**config.mk**
```make
export PLATFORM = sky130hd
export DESIGN_NAME = bnn_apb_ctrl_regs
export DESIGN_NICKNAME = d
export VERILOG_FILES = /design/src/rtl/bnn_regs_pkg.sv /design/src/rtl/bnn_sticky_bit.sv /design/src/rtl/bnn_apb_ctrl_regs.sv
export SDC_FILE = /design/constraint.sdc
export NUM_CORES = 1
export LEC_CHECK = 0
export CAP_MARGIN = 5
export CORE_ASPECT_RATIO = 0.75
export CORE_MARGIN = 2
export CORE_UTILIZATION = 35
export CTS_BUF_LIST = sky130_fd_sc_hd__clkbuf_8 sky130_fd_sc_hd__clkbuf_16
export DETAILED_ROUTE_END_ITERATION = 10
export GPL_TIMING_DRIVEN = 0
export PLACE_DENSITY = 0.74
export SKIP_LAST_GASP = 1
export SLEW_MARGIN = 10
export SYNTH_ARGS = -nofsm -noshare
export SYNTH_HDL_FRONTEND = slang
export SYNTH_SLANG_ARGS = --single-unit
```
**constraint.sdc**
```tcl
create_clock -name clk -period 2.2 [get_ports clk]
set_input_delay 0.22 -clock clk [delete_from_list [all_inputs] [get_ports clk]]
set_output_delay 0.22 -clock clk [all_outputs]
set_load 0.01 [all_outputs]
```
**src/rtl/bnn_regs_pkg.sv**
```systemverilog
// Shared register map, bit indices and APB FSM states for the BNN control register file.
package bnn_regs_pkg;

    localparam logic [7:0] RegCtrl     = 8'h00;
    localparam logic [7:0] RegLastRow  = 8'h04;
    localparam logic [7:0] RegLastCol  = 8'h08;
    localparam logic [7:0] RegActAddr  = 8'h0C;
    localparam logic [7:0] RegBatch    = 8'h10;
    localparam logic [7:0] RegPsumAddr = 8'h14;
    localparam logic [7:0] RegAccum    = 8'h18;
    localparam logic [7:0] RegStatus   = 8'h1C;
    localparam logic [7:0] RegId       = 8'h20;

    localparam int unsigned CtrlWtBit     = 0;
    localparam int unsigned CtrlStartBit  = 1;
    localparam int unsigned StatusBusyBit = 0;
    localparam int unsigned StatusDoneBit = 1;
    localparam int unsigned StatusErrBit  = 2;

    typedef enum logic {
        StIdle,
        StAccess
    } apb_state_e;

endpackage

```
**src/rtl/bnn_sticky_bit.sv**
```systemverilog
// Sticky status flop: set by an event, cleared by write-1-to-clear; set wins when both occur.
module bnn_sticky_bit (
    input  logic clk,
    input  logic resetn,
    input  logic set_i,
    input  logic clr_i,
    output logic q_o
);

    logic q_d, q_q;

    always_comb begin
        q_d = set_i | (q_q & ~clr_i);
    end

    always_ff @(posedge clk) begin
        if (!resetn) begin
            q_q <= 1'b0;
        end else begin
            q_q <= q_d;
        end
    end

    assign q_o = q_q;

endmodule

```
**src/rtl/bnn_apb_ctrl_regs.sv**
```systemverilog
// APB3 control/status register file driving the BNN systolic array: config readback,
// sticky DONE/ERR status with irq, error responses, busy interlock and wait states.
module bnn_apb_ctrl_regs
    import bnn_regs_pkg::*;
#(
    parameter int unsigned ADDR_W      = 32,
    parameter int unsigned ROW_W       = 5,
    parameter int unsigned COL_W       = 5,
    parameter int unsigned BUF_ADDR_W  = 11,
    parameter int unsigned BATCH_W     = 6,
    parameter int unsigned WAIT_STATES = 0,
    parameter logic [31:0] BLOCK_ID    = 32'hB77A_0002
) (
    input  logic                  clk,
    input  logic                  resetn,
    input  logic [ADDR_W-1:0]     s_apb_paddr,
    input  logic                  s_apb_psel,
    input  logic                  s_apb_penable,
    input  logic                  s_apb_pwrite,
    input  logic [31:0]           s_apb_pwdata,
    output logic                  s_apb_pready,
    output logic [31:0]           s_apb_prdata,
    output logic                  s_apb_pslverr,
    input  logic                  busy_i,
    input  logic                  done_i,
    output logic                  weight_transfer,
    output logic                  systolic_start,
    output logic [ROW_W-1:0]      last_row,
    output logic [COL_W-1:0]      last_col,
    output logic [BUF_ADDR_W-1:0] activations_addr_start,
    output logic [BUF_ADDR_W-1:0] partialsums_addr_start,
    output logic [BATCH_W-1:0]    batch,
    output logic                  accumulate,
    output logic                  irq
);

    apb_state_e state_d, state_q;
    logic [3:0] wait_cnt_d, wait_cnt_q;
    logic       pready;

    always_comb begin
        state_d    = state_q;
        wait_cnt_d = wait_cnt_q;
        pready     = 1'b0;
        unique case (state_q)
            StIdle: begin
                if (s_apb_psel && !s_apb_penable) begin
                    wait_cnt_d = 4'(WAIT_STATES);
                    state_d    = StAccess;
                end
            end
            StAccess: begin
                // Dropping psel mid-access abandons the transfer without a commit.
                if (!s_apb_psel) begin
                    state_d = StIdle;
                end else if (s_apb_penable) begin
                    if (wait_cnt_q != 4'd0) begin
                        wait_cnt_d = wait_cnt_q - 4'd1;
                    end else begin
                        pready  = 1'b1;
                        state_d = StIdle;
                    end
                end
            end
            default: state_d = StIdle;
        endcase
    end

    always_ff @(posedge clk) begin
        if (!resetn) begin
            state_q    <= StIdle;
            wait_cnt_q <= 4'd0;
        end else begin
            state_q    <= state_d;
            wait_cnt_q <= wait_cnt_d;
        end
    end

    // Address decode; bits [1:0] are ignored and anything past ID is out of range.
    logic [7:0] reg_off;
    logic       addr_hi_nz;
    logic       ctrl_busy_err;
    logic       xfer_err;
    logic       commit;

    assign reg_off       = {2'b00, s_apb_paddr[5:2], 2'b00};
    assign addr_hi_nz    = |s_apb_paddr[ADDR_W-1:6];
    assign ctrl_busy_err = s_apb_pwrite && (reg_off == RegCtrl) && busy_i &&
                           (s_apb_pwdata[CtrlWtBit] || s_apb_pwdata[CtrlStartBit]);
    assign xfer_err      = addr_hi_nz || (reg_off > RegId) ||
                           (s_apb_pwrite && (reg_off == RegId)) || ctrl_busy_err;
    assign commit        = pready && s_apb_pwrite && !xfer_err;

    logic [ROW_W-1:0]      last_row_q;
    logic [COL_W-1:0]      last_col_q;
    logic [BUF_ADDR_W-1:0] act_addr_q, psum_addr_q;
    logic [BATCH_W-1:0]    batch_q;
    logic                  accum_q, wt_pulse_q, start_pulse_q;

    always_ff @(posedge clk) begin
        if (!resetn) begin
            last_row_q    <= '0;
            last_col_q    <= '0;
            act_addr_q    <= '0;
            psum_addr_q   <= '0;
            batch_q       <= '0;
            accum_q       <= 1'b0;
            wt_pulse_q    <= 1'b0;
            start_pulse_q <= 1'b0;
        end else begin
            wt_pulse_q    <= commit && (reg_off == RegCtrl) && s_apb_pwdata[CtrlWtBit];
            start_pulse_q <= commit && (reg_off == RegCtrl) && s_apb_pwdata[CtrlStartBit];
            if (commit) begin
                if (reg_off == RegLastRow)  last_row_q  <= s_apb_pwdata[ROW_W-1:0];
                if (reg_off == RegLastCol)  last_col_q  <= s_apb_pwdata[COL_W-1:0];
                if (reg_off == RegActAddr)  act_addr_q  <= s_apb_pwdata[BUF_ADDR_W-1:0];
                if (reg_off == RegBatch)    batch_q     <= s_apb_pwdata[BATCH_W-1:0];
                if (reg_off == RegPsumAddr) psum_addr_q <= s_apb_pwdata[BUF_ADDR_W-1:0];
                if (reg_off == RegAccum)    accum_q     <= s_apb_pwdata[0];
            end
        end
    end

    logic status_wr, done_q, err_q;
    assign status_wr = commit && (reg_off == RegStatus);

    bnn_sticky_bit u_done (
        .clk    (clk),
        .resetn (resetn),
        .set_i  (done_i),
        .clr_i  (status_wr && s_apb_pwdata[StatusDoneBit]),
        .q_o    (done_q)
    );

    bnn_sticky_bit u_err (
        .clk    (clk),
        .resetn (resetn),
        .set_i  (pready && xfer_err),
        .clr_i  (status_wr && s_apb_pwdata[StatusErrBit]),
        .q_o    (err_q)
    );

    logic [31:0] rdata;
    always_comb begin
        rdata = 32'h0;
        case (reg_off)
            RegLastRow:  rdata = 32'(last_row_q);
            RegLastCol:  rdata = 32'(last_col_q);
            RegActAddr:  rdata = 32'(act_addr_q);
            RegBatch:    rdata = 32'(batch_q);
            RegPsumAddr: rdata = 32'(psum_addr_q);
            RegAccum:    rdata = 32'(accum_q);
            RegStatus:   rdata = {29'h0, err_q, done_q, busy_i};
            RegId:       rdata = BLOCK_ID;
            default:     rdata = 32'h0;
        endcase
    end

    assign s_apb_pready  = pready;
    assign s_apb_pslverr = pready && xfer_err;
    assign s_apb_prdata  = (pready && !s_apb_pwrite && !xfer_err) ? rdata : 32'h0;

    assign weight_transfer        = wt_pulse_q;
    assign systolic_start         = start_pulse_q;
    assign last_row               = last_row_q;
    assign last_col               = last_col_q;
    assign activations_addr_start = act_addr_q;
    assign partialsums_addr_start = psum_addr_q;
    assign batch                  = batch_q;
    assign accumulate             = accum_q;
    assign irq                    = done_q;

    logic unused_ok;
    assign unused_ok = ^{s_apb_paddr[1:0], s_apb_pwdata};

endmodule
```
# Word-level counts from Yosys, hierarchy flattened

Cells that the tools add are included.

Add/subtract/negate cells: 1
$lt $le $gt $ge: 1
Equal/unequal tests: 12
Muxes and demuxes: 16
Bitwise logic cells: 7
Reductions and logical operators: 33

Operator list:

| operator              | number |
|---|---|
| $pmux W32 S8          | 1 |
| $mux W32              | 1 |
| $reduce_or A26 Y1     | 1 |
| $eq A4 B3 Y1 const B  | 4 |
| $logic_and A1 B1 Y1   | 16 |
| $mux W4               | 4 |
| $reduce_and A2 Y1     | 6 |
| $eq A4 B2 Y1 const B  | 2 |
| $logic_not A8 Y1      | 1 |
| $mux W1               | 8 |
| $pmux W4 S2           | 1 |
| $gt A6 B6 Y1 const B  | 1 |
| $ne A2 B2 Y1 const B  | 3 |
| $eq A4 B1 Y1 const B  | 1 |
| $eq A4 B4 Y1 const B  | 1 |
| $logic_or A1 B1 Y1    | 4 |
| $reduce_and A4 Y1     | 1 |
| $reduce_bool A4 Y1    | 1 |
| $sub A4 B1 Y4 const B | 1 |
| $logic_not A1 Y1      | 3 |
| $not A1 Y1            | 3 |
| $and A1 B1 Y1         | 2 |
| $ne A2 B1 Y1 const B  | 1 |
| $or A1 B1 Y1          | 2 |
| $pmux W1 S2           | 1 |

Flip-flop bits (word level): 48
Input bits: 71
Logic and storage cells: 82

# Longest topological paths before layout

Depth in word-level cells: 12
Mapped depth: 9

# Modules after synthesis

From an unflattened synthesis, not the netlist that was laid out.

Cell total of the unflattened synthesis: 294
Area, all modules: 2607.5 µm²

By module, submodules not included:

| module            | instances | cells each | area an instance (µm²) | sequential area each (µm²) |
|---|---|---|---|---|
| bnn_apb_ctrl_regs | 1         | 288        | 2524.9                 | 920.9 |
| bnn_sticky_bit    | 2         | 3          | 41.3                   | 20.0 |

# Worst setup path after synthesis

No wires, ideal clock.

Kind: reg-to-output
Start: reg wait_cnt_q[0]
End: out s_apb_prdata[19]
Arrival time: 1964 ps
Data required time: 1980 ps
Setup slack: 16 ps
Stages on the path, launching flop included: 9
Cell sequence: dfxtp_1 -> inv_1 -> ha_1 -> or3b_4 -> nor3_2 -> and4_1 -> buf_6 -> and4b_1 -> buf_4

Longest elaborated chain between the ends: 8

Ends and longest elaborated chain:

| what                              | RTL line                 | RTL |
|---|---|---|
| start: declaration                | bnn_apb_ctrl_regs.sv:38  | `logic [3:0] wait_cnt_d, wait_cnt_q;` |
| start signal: assignment          | bnn_apb_ctrl_regs.sv:75  | `wait_cnt_q <= wait_cnt_d;` |
| $reduce_bool A4 Y1                | bnn_apb_ctrl_regs.sv:57  | `if (wait_cnt_q != 4'd0) begin` |
| $mux W1                           | bnn_apb_ctrl_regs.sv:57  |  |
| $mux W1                           | bnn_apb_ctrl_regs.sv:56  | `end else if (s_apb_penable) begin` |
| $mux W1                           | bnn_apb_ctrl_regs.sv:54  | `if (!s_apb_psel) begin` |
| $mux W1                           | bnn_apb_ctrl_regs.sv:45  | `unique case (state_q)` |
| $logic_and A1 B1 Y1 (2 in series) | bnn_apb_ctrl_regs.sv:161 | `assign s_apb_prdata = (pready && !s_apb_pwrite && !xfer_err) ? rdata : 32'h0;` |
| $mux W32                          | bnn_apb_ctrl_regs.sv:161 |  |
| end: declaration                  | bnn_apb_ctrl_regs.sv:22  | `output logic [31:0] s_apb_prdata,` |

Every way passes these cells.

# Worst setup path after layout

Start: reg wait_cnt_q[1]
End: out s_apb_prdata[4]

Same word-level chain as after synthesis.

==> impl_results.md <==
- Outcome: complete, but fails checks
- Violated checks: setup timing
- Vias in the first global route: 2617
- Starting Density: 35.88%
- Crit. Startpoint: wait_cnt_q[1]
- Skew-Pair Late Insertion Delay: 0.31 ns
- Crit-path cells: inv_2 > ha_4 > or3b_4 > nor3_2 > and4_1 > buf_6 > nand3b_1 > buf_6 > a31oi_4 > buf_6
- Met3 Use GR: 4.598%
- Cell mode on critical path: buf_6
- Max-slew violation count: 0
- Hold_buf cts: 0
- Top_reg_cell synth: dfxtp_1
- Final setup fails: 23
- Drt first pass iters: 5
- GRT busiest layer: met2
- Clk buf depth: 2
- Switching power: 0.4266 mW
- CP bufs+invs: 4
- Via count: 2708
- Yosys warnings: 0
- Chip width: 103.6 um
- Kind of critical path: reg -> out
- Antenna-violating nets left: 0
- RSZ-0062 raised after global routing: true
- Worst vdd ir: 246.9 uV
- Core Area: 0.007263 mm^2
- Clock power share: 31.2%
- Min-Delay Path Class: reg -> reg
- EDFF count, synth: 0
- Comb pwr share: 15.6%
- Async SR Flop Fraction: 0%
- Reg power frac: 53.2%
- Reg2reg start: wait_cnt_q[1]
- Final instance area: 0.004279 mm^2
- Maxcap violations: 0
- CTS buffer count: 5
- CP arrival: 2.40 ns
- R2R cell count: 10
- Die height: 78.73 um
- CTS tree: built
- RePlAce Congestion: 0.8076
- CP endpoint kind: output pin
- Reg2reg end: partialsums_addr_start[4]
- Global-route wire length before repair: 13.61 mm
- CP peak stage delay: 0.38 ns
- Mapped Cells: 298
- M2 GR Usage: 35.23%
- Pin count of the biggest net entering global routing: 15
- Layout fillers: 643
- Slowest cell on crit path: or3b_4
- Required @ worst endpoint: 1.98 ns
- Gr usage total: 21.11%
- Starting DRT DRC Count: 183
- Clk sinks: 48
- Fmax: 381.3 MHz
- Share of cells above drive strength 1: 23.70%
- Seq/Total Area, Yosys: 36.87%
- Worst path depth: 10
- Number of antenna violations at the first check in global routing: 0
- Multi-input logic area: 0.001471 mm^2
- Setup WS post-layout: -0.4226 ns
- Drt total wl: 8.462 mm
- TNS Setup: -7.711 ns
- Placed Cells: 519
- IO Count: 147
- Port-buffer cells: 111
- Min Tclk post-route: 2.623 ns
- Placed Area: 0.003877 mm^2
- Via-to-Cell Ratio: 4.978
- GR Util met1: 28.69%
- Distinct cells, synth: 45
- Gr ovfl total: 0
- Synth Register Bits: 48
- DR WL/cell: 15.56 um
- Largest delay share family, worst path: simple AND/OR/NAND/NOR gates
- Final Hold Fails: 0
- Switching Share: 25.77%
- R2r setup slk: 0.02 ns
- Max_slew headroom: 51.67%
- P&R area growth vs syn: 64.19%
- Synthesized area per cell: 8.746 um^2
- Worst slew pin tran: 0.7195 ns
- CP Max Fanout: 6
- Crit path to: s_apb_prdata[4]
- Cell Rows: 27
- Period utilization: 119.2%
- Cell Pwr Density: 386.8 mW/mm^2
- Mapped cell area: 0.002606 mm^2
- Finished Layout Cells: 544
- Critical path startpoint category: flop
- Clk slew on worst S/H paths: 0.09 ns
- Seq. cell area: 963.4 um^2
- Static Leakage: 1.577 nW
- ANT cells: 0
- Internal power: 1.229 mW
- Clock root buffer master: clkbuf_8
- DP Worst Slack: -0.8918 ns
- Layout Nets: 515
- Final HPWL DP: 6.066 mm
- Total Die Area: 0.008160 mm^2
- H-tree Lvls: 2
- Drt drc: 0
- Final Skew: 0.008608 ns
## state kept, by name, indices dropped and copies added (netlist names)
name                    flops
activations_addr_start     11
partialsums_addr_start     11
batch                       6
last_col                    5
last_row                    5
wait_cnt_q                  4
accumulate                  1
state_q                     1
systolic_start              1
u_done.q_o                  1
u_err.q_o                   1
weight_transfer             1
## worst min path at each step
stage / slack, ns / start / cells after the start / endpoint
global placement: 0.46 / activations_addr_start[2] / 2 / activations_addr_start[2]
finish: 0.48 / activations_addr_start[0] / 2 / activations_addr_start[0]
global route: 0.49 / batch[2] / 2 / batch[2]
detailed placement: 0.46 / partialsums_addr_start[4] / 2 / partialsums_addr_start[4]
CTS: 0.48 / activations_addr_start[0] / 2 / activations_addr_start[0]
floorplan: 0.31 / s_apb_penable / 1 / state_q
## layout by cell type, fill, tap and decap left out, types with 2 or more instances in the layout
| cell type | n |
|---|---|
| nor4_1 | 6 |
| nor2_1 | 15 |
| buf_12 | 2 |
| and3_4 | 3 |
| clkbuf_8 | 5 |
| buf_6 | 40 |
| and2_1 | 3 |
| o21ai_0 | 3 |
| inv_2 | 2 |
| nor3_1 | 4 |
| and3_1 | 2 |
| and4_1 | 2 |
| inv_1 | 5 |
| nor3_2 | 2 |
| nand2_1 | 61 |
| dfxtp_2 | 2 |
| a21boi_0 | 2 |
| a41oi_1 | 2 |
| conb_1 | 10 |
| a31oi_4 | 3 |
| buf_2 | 7 |
| xor2_1 | 2 |
| o211ai_1 | 2 |
| xnor2_1 | 2 |
| mux2i_1 | 41 |
| a22oi_1 | 14 |
| dfxtp_1 | 46 |
| o21a_1 | 3 |
| clkbuf_1 | 8 |
| clkdlybuf4s50_1 | 88 |
| buf_4 | 21 |
| nor2_4 | 4 |
| and3_2 | 4 |
| nand3_1 | 5 |
## routing by layer
layer	wire length, um	up-vias
li1	-	1304
met1	3829	1295
met2	3945	98
met3	604	11
met4	83	0
met5	0	-
## cell families (layout without fill, tap and decap cells)
family                     after synthesis  after routing  synth area share [%]
AOI/OAI and AO/OA                       39             39                 11.33
xor gates and xnor gates                 4              4                 1.344
adders and majority gates                1              1                0.4800
buffers and inverters                   47            182                 12.24
DFF                                     48             48                 36.87
muxes                                   42             42                 16.18
other                                    1             10                0.1439
and+or+nand+nor                        116            117                 21.41
## synth_stat cells (all sizes together) (2+ instances only)
cell type  instances  area share, %
nor2              19            2.7
clkbuf             9            1.3
xnor2              2           0.67
nor3               7            2.0
dfxtp             48             37
nand3              5           0.96
o211ai             3            1.1
inv                7            1.0
xor2               2           0.67
buf               31            9.9
and2               3           0.72
nand2             61            8.8
and3               9            2.8
a41oi              2           0.67
nor4               6            1.4
o21a               3           0.86
a22oi             14            4.0
mux2i             41             16
a21boi             2           0.58
and4               2           0.67
o21ai              3           0.58
a31oi              4           0.96
## per-stage QoR
stage                     util (%)  power [mW]  hold slack (ns)
after floorplan                  -       1.016           0.3070
after global placement       53.39       1.134           0.4575
after detailed placement     53.39       1.139           0.4645
after CTS                    57.09       1.649           0.4810
after global routing         58.91       1.727           0.4939
final                        58.91       1.655           0.4823
## power by group through the flow
stage | clock network [mW] | logic [mW] | registers [mW]
2_1_floorplan | 0 | 0.115 | 0.900
3_3_place_gp | 0 | 0.233 | 0.901
3_5_place_dp | 0 | 0.238 | 0.901
4_1_cts | 0.515 | 0.254 | 0.881
5_1_grt | 0.563 | 0.282 | 0.882
6_report | 0.516 | 0.257 | 0.881
## timing repair
action / in CTS / in global routing
setup buffers: 14 / 5
resized for setup: 135 / 18
gates cloned: 2 / 0
setup endpoints to repair: 24 / 58
pin swaps: 8 / 3
## tightest hold or removal path, cell delays in order, from the launching register on
cell	delay, ns
dfxtp_1	0.33
nand2_1	0.06
mux2i_1	0.05
## area by class of cell
cell class / instances / share of cell area, %
Clock buffer: 5 / 1.608
Buffer: 37 / 7.339
Inverter: 7 / 0.6140
Sequential cell: 48 / 22.51
Multi-Input combinational cell: 213 / 34.39
Timing Repair Buffer: 131 / 30.29
Tap cell: 101 / 2.953
Clock inverter: 2 / 0.2924
Power figures use the tool's default switching activity.
